<file path="src/rtl/uart_pkg.sv">
// Shared UART/ALU definitions: default widths, sequencer state encoding and ALU opcodes.
package uart_pkg;

   localparam int DATA_WIDTH_DEF = 8;
   localparam int OP_WIDTH_DEF   = 6;

   localparam logic [2:0] ST_WAIT_A  = 3'd0;
   localparam logic [2:0] ST_WAIT_B  = 3'd1;
   localparam logic [2:0] ST_WAIT_OP = 3'd2;
   localparam logic [2:0] ST_EXEC    = 3'd3;
   localparam logic [2:0] ST_SEND    = 3'd4;
   localparam logic [2:0] ST_WAIT_TX = 3'd5;

   typedef enum logic [2:0] {
      S_WAIT_A  = ST_WAIT_A,
      S_WAIT_B  = ST_WAIT_B,
      S_WAIT_OP = ST_WAIT_OP,
      S_EXEC    = ST_EXEC,
      S_SEND    = ST_SEND,
      S_WAIT_TX = ST_WAIT_TX
   } seq_state_e;

   localparam logic [5:0] ALU_ADD = 6'b100000;
   localparam logic [5:0] ALU_SUB = 6'b100010;
   localparam logic [5:0] ALU_AND = 6'b100100;
   localparam logic [5:0] ALU_OR  = 6'b100101;
   localparam logic [5:0] ALU_XOR = 6'b100110;
   localparam logic [5:0] ALU_SRA = 6'b000011;
   localparam logic [5:0] ALU_SRL = 6'b000010;
   localparam logic [5:0] ALU_NOR = 6'b100111;

endpackage

</file>
<file path="src/rtl/uart_alu_interface_timeout_counter.sv">
// Inter-byte timeout counter: counts enabled cycles, flags the last allowed cycle.
module timeout_counter #(
   parameter int TIMEOUT_CYCLES = 1000000,
   localparam int CW = $clog2(TIMEOUT_CYCLES)
) (
   input  logic i_clock,
   input  logic i_reset,
   input  logic clear_i,
   input  logic enable_i,
   output logic expired_o
);

   localparam logic [CW-1:0] TERMINAL = CW'(TIMEOUT_CYCLES - 1);

   logic [CW-1:0] count_q;
   logic [CW-1:0] count_d;

   always_comb begin
      count_d = count_q;
      if (clear_i) begin
         count_d = '0;
      end else if (enable_i) begin
         count_d = count_q + 1'b1;
      end
   end

   always_ff @(posedge i_clock) begin
      if (i_reset) begin
         count_q <= '0;
      end else begin
         count_q <= count_d;
      end
   end

   assign expired_o = (count_q == TERMINAL);

endmodule

</file>
<file path="src/rtl/uart_alu_interface.sv">
// Sequencer between UART RX, ALU and UART TX: gathers A, B, opcode, runs the ALU
// for one cycle and hands the result to the transmitter.
//
// state      | meaning
// WAIT_A     | idle, waiting for operand A byte
// WAIT_B     | waiting for operand B byte (timeout armed)
// WAIT_OP    | waiting for opcode byte (timeout armed)
// EXEC       | one cycle for the ALU to settle, result captured
// SEND       | o_tx_start pulse
// WAIT_TX    | waiting for transmitter done
module uart_alu_interface
   import uart_pkg::*;
#(
   parameter int DATA_WIDTH     = DATA_WIDTH_DEF,
   parameter int OP_WIDTH       = OP_WIDTH_DEF,
   parameter int TIMEOUT_CYCLES = 1000000
) (
   input  logic                  i_clock,
   input  logic                  i_reset,
   input  logic                  i_rx_done,
   input  logic [DATA_WIDTH-1:0] i_rx_data,
   input  logic [DATA_WIDTH-1:0] i_alu_result,
   input  logic                  i_tx_done,
   output logic [DATA_WIDTH-1:0] o_alu_a,
   output logic [DATA_WIDTH-1:0] o_alu_b,
   output logic [OP_WIDTH-1:0]   o_alu_op,
   output logic                  o_tx_start,
   output logic [DATA_WIDTH-1:0] o_tx_data,
   output logic                  o_busy,
   output logic                  o_timeout,
   output logic                  o_overrun
);

   seq_state_e            state_q, state_d;
   logic [DATA_WIDTH-1:0] alu_a_q, alu_a_d;
   logic [DATA_WIDTH-1:0] alu_b_q, alu_b_d;
   logic [OP_WIDTH-1:0]   alu_op_q, alu_op_d;
   logic [DATA_WIDTH-1:0] tx_data_q, tx_data_d;
   logic                  overrun_q, overrun_d;

   logic busy;
   logic tx_start;
   logic timeout_fire;
   logic cnt_clear;
   logic cnt_enable;
   logic cnt_expired;

   assign busy = (state_q == S_EXEC) || (state_q == S_SEND) || (state_q == S_WAIT_TX);

   timeout_counter #(
      .TIMEOUT_CYCLES(TIMEOUT_CYCLES)
   ) u_timeout (
      .i_clock  (i_clock),
      .i_reset  (i_reset),
      .clear_i  (cnt_clear),
      .enable_i (cnt_enable),
      .expired_o(cnt_expired)
   );

   // A byte arriving on the expiry cycle takes priority over the timeout.
   always_comb begin
      state_d      = state_q;
      alu_a_d      = alu_a_q;
      alu_b_d      = alu_b_q;
      alu_op_d     = alu_op_q;
      tx_data_d    = tx_data_q;
      overrun_d    = overrun_q | (i_rx_done & busy);
      tx_start     = 1'b0;
      timeout_fire = 1'b0;
      cnt_clear    = 1'b1;
      cnt_enable   = 1'b0;

      case (state_q)
         S_WAIT_A: begin
            if (i_rx_done) begin
               alu_a_d = i_rx_data;
               state_d = S_WAIT_B;
            end
         end
         S_WAIT_B: begin
            if (i_rx_done) begin
               alu_b_d = i_rx_data;
               state_d = S_WAIT_OP;
            end else if (cnt_expired) begin
               timeout_fire = 1'b1;
               state_d      = S_WAIT_A;
            end else begin
               cnt_clear  = 1'b0;
               cnt_enable = 1'b1;
            end
         end
         S_WAIT_OP: begin
            if (i_rx_done) begin
               alu_op_d = i_rx_data[OP_WIDTH-1:0];
               state_d  = S_EXEC;
            end else if (cnt_expired) begin
               timeout_fire = 1'b1;
               state_d      = S_WAIT_A;
            end else begin
               cnt_clear  = 1'b0;
               cnt_enable = 1'b1;
            end
         end
         S_EXEC: begin
            tx_data_d = i_alu_result;
            state_d   = S_SEND;
         end
         S_SEND: begin
            tx_start = 1'b1;
            state_d  = S_WAIT_TX;
         end
         S_WAIT_TX: begin
            if (i_tx_done) begin
               state_d = S_WAIT_A;
            end
         end
         default: begin
            state_d = S_WAIT_A;
         end
      endcase
   end

   always_ff @(posedge i_clock) begin
      if (i_reset) begin
         state_q   <= S_WAIT_A;
         alu_a_q   <= '0;
         alu_b_q   <= '0;
         alu_op_q  <= '0;
         tx_data_q <= '0;
         overrun_q <= 1'b0;
      end else begin
         state_q   <= state_d;
         alu_a_q   <= alu_a_d;
         alu_b_q   <= alu_b_d;
         alu_op_q  <= alu_op_d;
         tx_data_q <= tx_data_d;
         overrun_q <= overrun_d;
      end
   end

   assign o_alu_a    = alu_a_q;
   assign o_alu_b    = alu_b_q;
   assign o_alu_op   = alu_op_q;
   assign o_tx_data  = tx_data_q;
   assign o_tx_start = tx_start;
   assign o_busy     = busy;
   assign o_timeout  = timeout_fire;
   assign o_overrun  = overrun_q;

endmodule

</file>
<file path="config.mk">
export PLATFORM = sky130hd
export DESIGN_NAME = uart_alu_interface
export DESIGN_NICKNAME = d
export VERILOG_FILES = /design/src/rtl/uart_pkg.sv /design/src/rtl/uart_alu_interface_timeout_counter.sv /design/src/rtl/uart_alu_interface.sv
export SDC_FILE = /design/constraint.sdc
export NUM_CORES = 1
export LEC_CHECK = 0
export ABC_AREA = 1
export CORE_MARGIN = 3
export CORE_UTILIZATION = 55
export DETAILED_ROUTE_END_ITERATION = 6
export DONT_BUFFER_PORTS = 1
export PLACE_DENSITY_LB_ADDON = 0.05
export SYNTH_ARGS = -nofsm -noshare
export SYNTH_HDL_FRONTEND = slang
export SYNTH_SLANG_ARGS = --single-unit
</file>
<file path="constraint.sdc">
create_clock -name i_clock -period 1.5 [get_ports i_clock]
set_clock_uncertainty 0.05 [all_clocks]
set_input_delay 0.15 -clock i_clock [delete_from_list [all_inputs] [get_ports i_clock]]
set_output_delay 0.15 -clock i_clock [all_outputs]
set_load 0.05 [all_outputs]
</file>
==> impl_metrics.tcl, run 1 <==
set metrics [dict create \
    outcome "complete, but fails checks" \
    violations "setup timing" \
    power.leakage_nw 1.37 \
    worst_slack_ns -0.120 \
    grt_pass1_vias 2174 \
    fin_area_mm2 0.00322 \
    clock.fmax_mhz 617 \
    period_share_pct 108 \
    grt_pass1_wl_um 9800 \
    syn-num-nets 335 \
    fin_setup_tns_ns -0.746 \
    power_density_mw_per_mm2 1010 \
    vias 2294 \
    io_pins 54 \
    critPathLaunchType "register" \
    worst_path_max_delay_cell "dfxtp_2" \
    worst-setup-path-type "register to output port" \
    cpPeakStageDelay_ns 0.35 \
    required_ns 1.30 \
    drive_gt1_share_pct 29.6 \
    synth_area_leaders "dfxtp_1 (47%), nor2_1 (13%), o21ai_0 (7.0%)" \
    ys_warn_count 0 \
    crit_start "u_timeout.count_q[5]" \
    drc 0 \
    design.core.area_mm2 0.00385 \
    relSlewSlack_pct 65.0 \
    gr-total-overflow 0 \
    dp_hpwl_um 3650 \
    clock_sinks 54 \
    finalHoldViolations 0 \
    r2r_start "u_timeout.count_q[5]" \
    cp.arrival_ns 1.42 \
    crit_top_cell "nor2_4" \
    rsz0062_at_grt "true" \
    diodes 0 \
    chipWidth_um 70.7 \
    cp-end-kind "output port" \
    worstMarginPinSlew_ns 0.524 \
    yosysSeqAreaShare_pct 47.0 \
    ir_drop_v 0.000809 \
    initial_core_util_pct 59.7 \
    final_core_util_pct 83.5 \
    cts_tree "done" \
    ys_ff_latch 54 \
    post_drt_wl_per_cell_um 13.7 \
    cp_cell_sequence "nand2_2 -> inv_2 -> nand2_1 -> nor2_4 -> nand3_2 -> nor2_4 -> buf_12" \
    layout_commonest_cell "nor2_1" \
    insertion_delay_ns 0.30 \
    clock_path_buffers 2 \
    placementRows 22 \
    slew_violations 0 \
    layout_common_cells "nor2_1 (75), buf_4 (56), dfxtp_1 (40), inv_1 (33), o21ai_0 (32)" \
    synth_area_mm2 0.00230 \
    port_buffers 0 \
    ys_types 30 \
    grt_max_degree 33 \
    die_area_mm2 0.00500 \
    path_clk_slew_ns 0.09 \
    synth_top_area_share_pct 47.0 \
    min_path_type "input pin to register" \
    cts-root-buf "clkbuf_8" \
    syn_inst 314 \
    antenna_found_initial 0 \
    wirelength_um 6060 \
    hold_path.startpoint "i_rx_data[0]" \
    viasPerCell 5.18 \
    placed_cell_area_mm2 0.00270 \
    firstDrtPassIters 4 \
    drtAntennaViolNets 0 \
    yosysTopAreaCell "dfxtp_1" \
    cap_viol_max_count 0 \
    htreeDepth 2 \
    stdcell_count 443 \
    final_nets 415 \
    area_delta_synth_final_pct 39.7 \
    avgSynthCellArea_um2 7.33 \
    setup_viol 22 \
    numCtsBuffers 5 \
    drt_iter0_drc 95 \
    period_needed_ns 1.62 \
    worst-path-max-fanout 3 \
    grtUsageTotal_pct 23.9 \
    die_h_um 70.7 \
    gp_congestion 0.896 \
    dp_cells 399 \
]
-- synth_stat cells --
library cell / number
nand4_1: 8
xor2_1: 2
a21oi_2: 1
nand2_1: 35
nor2_2: 2
nor3b_2: 1
nand3b_1: 1
nor3_2: 2
nand3_2: 1
ha_1: 1
nor3_1: 5
dfxtp_1: 54
a211oi_1: 1
or2_2: 1
nand2_4: 1
o21ai_0: 32
nor2_4: 3
nand2_2: 3
buf_6: 1
nand3_1: 11
buf_1: 2
inv_2: 4
xnor2_1: 2
clkbuf_1: 1
nor3b_1: 2
nor2_1: 82
a21oi_1: 18
inv_1: 35
nor3_4: 1
buf_2: 1
-- per-stage QoR --
step / power (mW) / hold WS, ns / worst slack [ns]
after CTS: 3.24 / 0.00241 / -0.0853
after floorplan: 2.16 / 0.169 / -0.0800
after global placement: 2.35 / 0.170 / 0.0604
after global routing: 3.39 / 0.0628 / -0.189
final: 3.25 / 0.0206 / -0.120
after detailed placement: 2.36 / 0.179 / 0.0185
-- metal layers --
metal | vias to the layer above | global-route usage [%] | wire length [um]
met5 | - | 0 | 0
met4 | 0 | 6.05 | 116
met3 | 12 | 5.97 | 299
met2 | 59 | 42.7 | 3120
met1 | 1060 | 28.6 | 2520
li1 | 1163 | - | -
-- flip-flops by register name, summed over array words and instances (netlist names) --
register and count:
o_alu_a 8, o_alu_b 8, o_alu_op 6, o_overrun 1
o_tx_data 8, state_q 3, u_timeout.count_q 20
-- kinds of logic (layout without fill, tap and decap cells) --
group                      Yosys count  in the layout  synth area share [%]
DFF                                 54             54                  47.0
and+or+nand+nor                    159            159                  31.8
xor gates and xnor gates             4              4                  1.52
buffers and inverters               44            125                  7.55
AOI/OAI and AO/OA                   52             52                  11.6
adders and majority gates            1              1                 0.543
-- worst paths after layout --
| kind | end | slack (ns) | depth (start not counted) |
|---|---|---|---|
| setup / recovery | o_timeout | -0.12 | 7 |
| setup reg to reg | u_timeout.count_q[8] | -0.06 | 10 |
| hold / removal | o_alu_a[0] | 0.02 | 2 |
| hold reg to reg | o_alu_a[5] | 0.40 | 2 |
-- report_power, final --
part / internal, mW / switching (mW)
registers: 1.53 / 0.129
logic: 0.266 / 0.501
clock network: 0.374 / 0.454
total: 2.17 / 1.08
-- final cells by class --
| cell class | instances | area [um^2] |
|---|---|---|
| Clock buffer | 7 | 86.3 |
| Clock inverter | 1 | 5.00 |
| Fill cell | 230 | 637 |
| Inverter | 39 | 151 |
| Multi-Input combinational cell | 216 | 1150 |
| Sequential cell | 54 | 1100 |
| Tap cell | 48 | 60.1 |
| Timing Repair Buffer | 78 | 662 |
-- worst max-delay path: cells and delay by family, from the launching register on --
kind	cells	cell delay, ns
buffers and inverters	2	0.22
DFF	1	0.35
and+or+nand+nor	5	0.56
-- timing repair --
item	4_1_cts	5_1_grt
resized for setup	23	15
hold endpoints to repair	31	0
pin swaps	8	8
setup buffers	14	4
hold buffers	19	0
setup endpoints to repair	2	26
No activity file was read; power rests on OpenSTA's default activity.
==> inputs of run 2 (changes only) <==
- clock period: 1.5 -> 1.9 ns (I/O delays scaled with it)
==> run 2 against run 1 <==
Against the previous run: the flow now finishes without violations; largest cell class is now sequential cells; power shrank 27%; non-clock buffer count decreased by 55; largest power group unchanged; sequential power decreased by 11%; clock power shrank 24%; combinational power down 65%; flip-flop and latch count is the same; sequential share of layout area up 6.3 points; first-iteration DRC count up 24%.
==> impl_metrics.tcl, run 2 (synthesized netlist as in run 1, its figures left out) <==
set metrics [dict create \
    pwr-share-clk_pct 26.5 \
    die_h_um 70.7 \
    drive_gt1_share_pct 10.6 \
    numCtsBuffers 5 \
    crit_start "state_q[0]" \
    gr-total-overflow 0 \
    min_path_type "input pin to register" \
    area_delta_synth_final_pct 15.8 \
    initial_core_util_pct 59.7 \
    grt_max_degree 33 \
    ff2ff_path_depth 9 \
    final_nets 360 \
    diodes 0 \
    path_clk_slew_ns 0.10 \
    largest_reg_flops 20 \
    cts_tree "done" \
    layout_commonest_cell "nor2_1" \
    design.core.area_mm2 0.00385 \
    crit_end "o_timeout" \
    critPathLaunchType "register" \
    firstDrtPassIters 5 \
    htreeDepth 2 \
    seq_power_share_pct 62.2 \
    r2r_start "u_timeout.count_q[0]" \
    cp.arrival_ns 1.52 \
    cts-root-buf "clkbuf_8" \
    vias 1978 \
    post_drt_wl_per_cell_um 12.5 \
    power_density_mw_per_mm2 896 \
    period_needed_ns 1.76 \
    cap_viol_max_count 0 \
    port_buffers 0 \
    drc 0 \
    intPower_mw 1.56 \
    outcome "finished, final reports clean" \
    power.leakage_nw 1.05 \
    switching_share_pct 34.5 \
    drtAntennaViolNets 0 \
    relSlewSlack_pct 50.2 \
    antenna_found_initial 0 \
    fillers 344 \
    worst-setup-path-type "register to output port" \
    gp_congestion 0.874 \
    stdcell_count 388 \
    slew_violations 0 \
    rsz0062_at_grt "false" \
    viasPerCell 5.10 \
    wirelength_um 4870 \
    clock_path_buffers 2 \
    grtUsageTotal_pct 20.1 \
    dp_cells 361 \
    placementRows 22 \
    period_share_pct 92.4 \
    die_area_mm2 0.00500 \
    p_comb_share_pct 11.3 \
    insertion_delay_ns 0.31 \
    drt_iter0_drc 118 \
    clock_sinks 54 \
    p_total_mw 2.39 \
    clock.fmax_mhz 569 \
    required_ns 1.66 \
    ir_drop_v 0.000625 \
    grt_pass1_vias 1919 \
    top_register "u_timeout.count_q" \
    regToRegEndpoint "u_timeout.count_q[16]" \
    cp-end-kind "output port" \
    grt_pass1_wl_um 8450 \
    layout_common_cells "nor2_1 (81), dfxtp_1 (54), inv_1 (35), nand2_1 (35), o21ai_0 (32)" \
    fin_setup_tns_ns 0 \
    chipWidth_um 70.7 \
    worstMarginPinSlew_ns 0.746 \
    dp_hpwl_um 3360 \
    io_pins 54 \
    worst-path-max-fanout 5 \
    reg2reg_slack_ns 0.24 \
    setup_viol 0 \
    power.switching_mw 0.823 \
    finalHoldViolations 0 \
]
[run 2: worst min path at each step]
stage | cells past startpoint | start | slack, ns | end
after floorplan | 1 | i_reset | 0.21 | state_q[2]
after global routing | 2 | i_rx_data[1] | 0.01 | o_alu_op[1]
after detailed placement | 1 | i_reset | 0.22 | state_q[2]
after CTS | 2 | i_rx_data[0] | 0.007 | o_alu_op[0]
final | 2 | i_rx_data[3] | 0.004 | o_alu_op[3]
after global placement | 1 | i_reset | 0.21 | state_q[2]
[run 2: what timing repair did]
item / 4_1_cts / 5_1_grt
buffers inserted: 1 / 0
pin swaps: 1 / 0
setup endpoints to repair: 1 / 1
resized for setup: 0 / 3
endpoints found under the hold margin: 19 / 0
hold buffers: 18 / 0
[run 2: cell type report]
class / instances / area (um^2) / area share (%)
clock buffers: 5 / 68.8 / 2.58
inverters: 39 / 146 / 5.49
flip-flops and latches: 54 / 1080 / 40.6
well taps: 48 / 60.1 / 2.25
repair buffers: 23 / 221 / 8.31
clock inverters: 3 / 21.3 / 0.798
multi-input cells: 216 / 1070 / 40.0
[run 2: layer usage]
layer  part of all wire (%)  vias up  routed length [um]  GRT usage (%)
met1                     49      871                2400           27.1
met5                      0        -                   0              0
li1                       -     1054                   -              -
met4                   0.64        0                  31           3.13
met2                     43       49                2110           31.9
met3                    6.6        4                 320           6.82
[run 2: per-stage QoR]
stage	utilization (%)	instance area, um^2	hold WS, ns	setup WS (ns)
floorplan	-	2310	0.209	0.0579
global placement	61.7	2380	0.210	0.357
detailed placement	61.7	2380	0.215	0.300
CTS	68.9	2650	0.00675	0.0938
global route	69.2	2670	0.0140	0.0108
finish	69.2	2670	0.00390	0.143
[run 2: worst max-delay path, cell delays in order (launching register included)]
cell and delay, ns:
dfxtp_1 0.44, inv_2 0.11, nor2_4 0.10, nand2_2 0.07, nand2_2 0.08, nand2_2 0.08
nor2_1 0.15, buf_6 0.18
[run 2: power by group through the flow]
| stage | combinational (mW) | sequential, mW | clock [mW] |
|---|---|---|---|
| after floorplan | 0.200 | 1.50 | 0 |
| after global placement | 0.233 | 1.51 | 0 |
| after detailed placement | 0.237 | 1.51 | 0 |
| after CTS | 0.268 | 1.49 | 0.646 |
| after global routing | 0.311 | 1.49 | 0.693 |
| final | 0.271 | 1.48 | 0.631 |
==> inputs of run 3 (changes only) <==
- MAX_ROUTING_LAYER: unset -> met4
==> run 3 against run 2 <==
Against the previous run: non-clock buffer count did not move; critical path depth did not move; setup slack improved by 0.0012 ns; highest routed layer unchanged; sequential share of layout area did not move; final cell count did not move; critical endpoint unchanged; fmax barely moved; utilization did not move; hold slack improved by 0.00067 ns; first-iteration DRC count rose by 12%; register-to-register slack barely moved; flip-flop and latch count did not move.
==> impl_metrics.tcl, run 3 (synthesized netlist as in run 1, its figures left out) <==
set metrics [dict create \
    whs_endpoint "o_alu_op[3]" \
    port_buffers 0 \
    grt_pass1_vias 1917 \
    cp_cell_sequence "inv_2 -> nor2_4 -> nand2_2 -> nand2_2 -> nand2_2 -> nor2_1 -> buf_6" \
    placementRows 22 \
    hold_path.startpoint "i_rx_data[3]" \
    gr-total-overflow 0 \
    critPathLaunchType "register" \
    dp_hpwl_um 3360 \
    wirelength_um 4860 \
    setup_viol 0 \
    clock.fmax_mhz 570 \
    cpPeakStageDelay_ns 0.44 \
    initial_core_util_pct 59.7 \
    grt_max_degree 33 \
    reg2reg_slack_ns 0.24 \
    drc 0 \
    insertion_delay_ns 0.31 \
    die_h_um 70.7 \
    fillers 344 \
    placed_cell_area_mm2 0.00238 \
    diodes 0 \
    drive_gt1_share_pct 10.6 \
    firstDrtPassIters 5 \
    cp-end-kind "output port" \
    outcome "finished, final reports clean" \
    pwr-share-clk_pct 26.4 \
    largest_reg_flops 20 \
    post_drt_wl_per_cell_um 12.5 \
    fin_area_mm2 0.00267 \
    r2r_start "u_timeout.count_q[0]" \
    numCtsBuffers 5 \
    slew_violations 0 \
    design.core.area_mm2 0.00385 \
    worstMarginPinSlew_ns 0.750 \
    period_needed_ns 1.76 \
    drtAntennaViolNets 0 \
    switching_share_pct 34.5 \
    cts_tree "done" \
    area_delta_synth_final_pct 15.8 \
    cp.arrival_ns 1.52 \
    gp_congestion 0.889 \
    grtUsageTotal_pct 20.7 \
    layout_commonest_cell "nor2_1" \
    hold_path_depth 2 \
    cts-root-buf "clkbuf_8" \
    worst-setup-path-type "register to output port" \
    ff2ff_path_depth 9 \
    viasPerCell 5.12 \
    io_pins 54 \
    regToRegEndpoint "u_timeout.count_q[16]" \
    intPower_mw 1.56 \
    path_clk_slew_ns 0.10 \
    min_path_type "input pin to register" \
    cap_viol_max_count 0 \
    grt_pass1_wl_um 8440 \
    ir_drop_v 0.000625 \
    worst-path-max-fanout 5 \
    worst_path_max_delay_cell "dfxtp_1" \
    crit_top_cell "nand2_2" \
    seq_power_share_pct 62.2 \
    antenna_found_initial 0 \
    p_comb_share_pct 11.4 \
    power.switching_mw 0.822 \
    period_share_pct 92.4 \
    dp_cells 361 \
    clock_sinks 54 \
    drt_iter0_drc 132 \
    p_total_mw 2.39 \
    power.leakage_nw 1.05 \
    final_nets 360 \
    layout_common_cells "nor2_1 (81), dfxtp_1 (54), inv_1 (35), nand2_1 (35), o21ai_0 (32)" \
    clock_path_buffers 2 \
    power_density_mw_per_mm2 895 \
    htreeDepth 2 \
    rsz0062_at_grt "false" \
    stdcell_count 388 \
    vias 1985 \
    relSlewSlack_pct 50.0 \
    top_register "u_timeout.count_q" \
    fin_setup_tns_ns 0 \
    required_ns 1.66 \
    finalHoldViolations 0 \
    chipWidth_um 70.7 \
    die_area_mm2 0.00500 \
]
==> run 3: critical path: cells and delay by family, from the launching register on <==
kind | cells | cell delay (ns)
buf+inv | 2 | 0.29
flops | 1 | 0.44
simple gates | 5 | 0.48
==> run 3: cell type report <==
| class | count | area [um^2] | share of cell area [%] |
|---|---|---|---|
| sequential | 54 | 1080 | 40.6 |
| multi-input combinational | 216 | 1070 | 40.0 |
| timing repair buffer | 23 | 221 | 8.31 |
| inverter | 39 | 146 | 5.49 |
| clock buffer | 5 | 68.8 | 2.58 |
| tap | 48 | 60.1 | 2.25 |
| clock inverter | 3 | 21.3 | 0.798 |
==> run 3: worst max path at each step <==
stage,from,end,cells after the start
floorplan,u_timeout.count_q[0],o_timeout,5
global placement,state_q[0],o_alu_b[6],7
detailed placement,u_timeout.count_q[0],u_timeout.count_q[10],8
CTS,u_timeout.count_q[0],o_timeout,6
global route,u_timeout.count_q[0],o_timeout,6
finish,state_q[0],o_timeout,7
==> run 3: power by group through the flow <==
stage	clock network [mW]	registers [mW]	logic, mW
floorplan	0	1.50	0.200
global placement	0	1.51	0.233
detailed placement	0	1.51	0.237
CTS	0.646	1.49	0.268
global route	0.693	1.49	0.311
finish	0.631	1.48	0.271
==> run 3: metrics by stage <==
stage	setup WS (ns)	utilization (%)	hold WS [ns]
2_1_floorplan	0.0579	-	0.209
3_3_place_gp	0.357	61.7	0.210
3_5_place_dp	0.300	61.7	0.215
4_1_cts	0.0938	68.9	0.00675
5_1_grt	0.0108	69.2	0.0139
6_report	0.145	69.2	0.00457
==> run 3: metal layers <==
metal  routed length (um)  global-route usage, %  share of wire, %  vias up
met1                 2430                   27.6                50      875
met4                   31                   3.13              0.64        0
met2                 2120                   31.9                44       50
li1                     -                      -                 -     1055
met3                  285                   6.11               5.9        5
met5                    0                      -                 0        -
==> run 3: what timing repair did <==
item / 4_1_cts / 5_1_grt
endpoints found under the setup margin: 1 / 1
hold buffers: 18 / 0
cloned: 0 / 0
buffers inserted: 1 / 0
pin swaps: 1 / 0
gates resized for setup: 0 / 3
hold endpoints to repair: 19 / 0
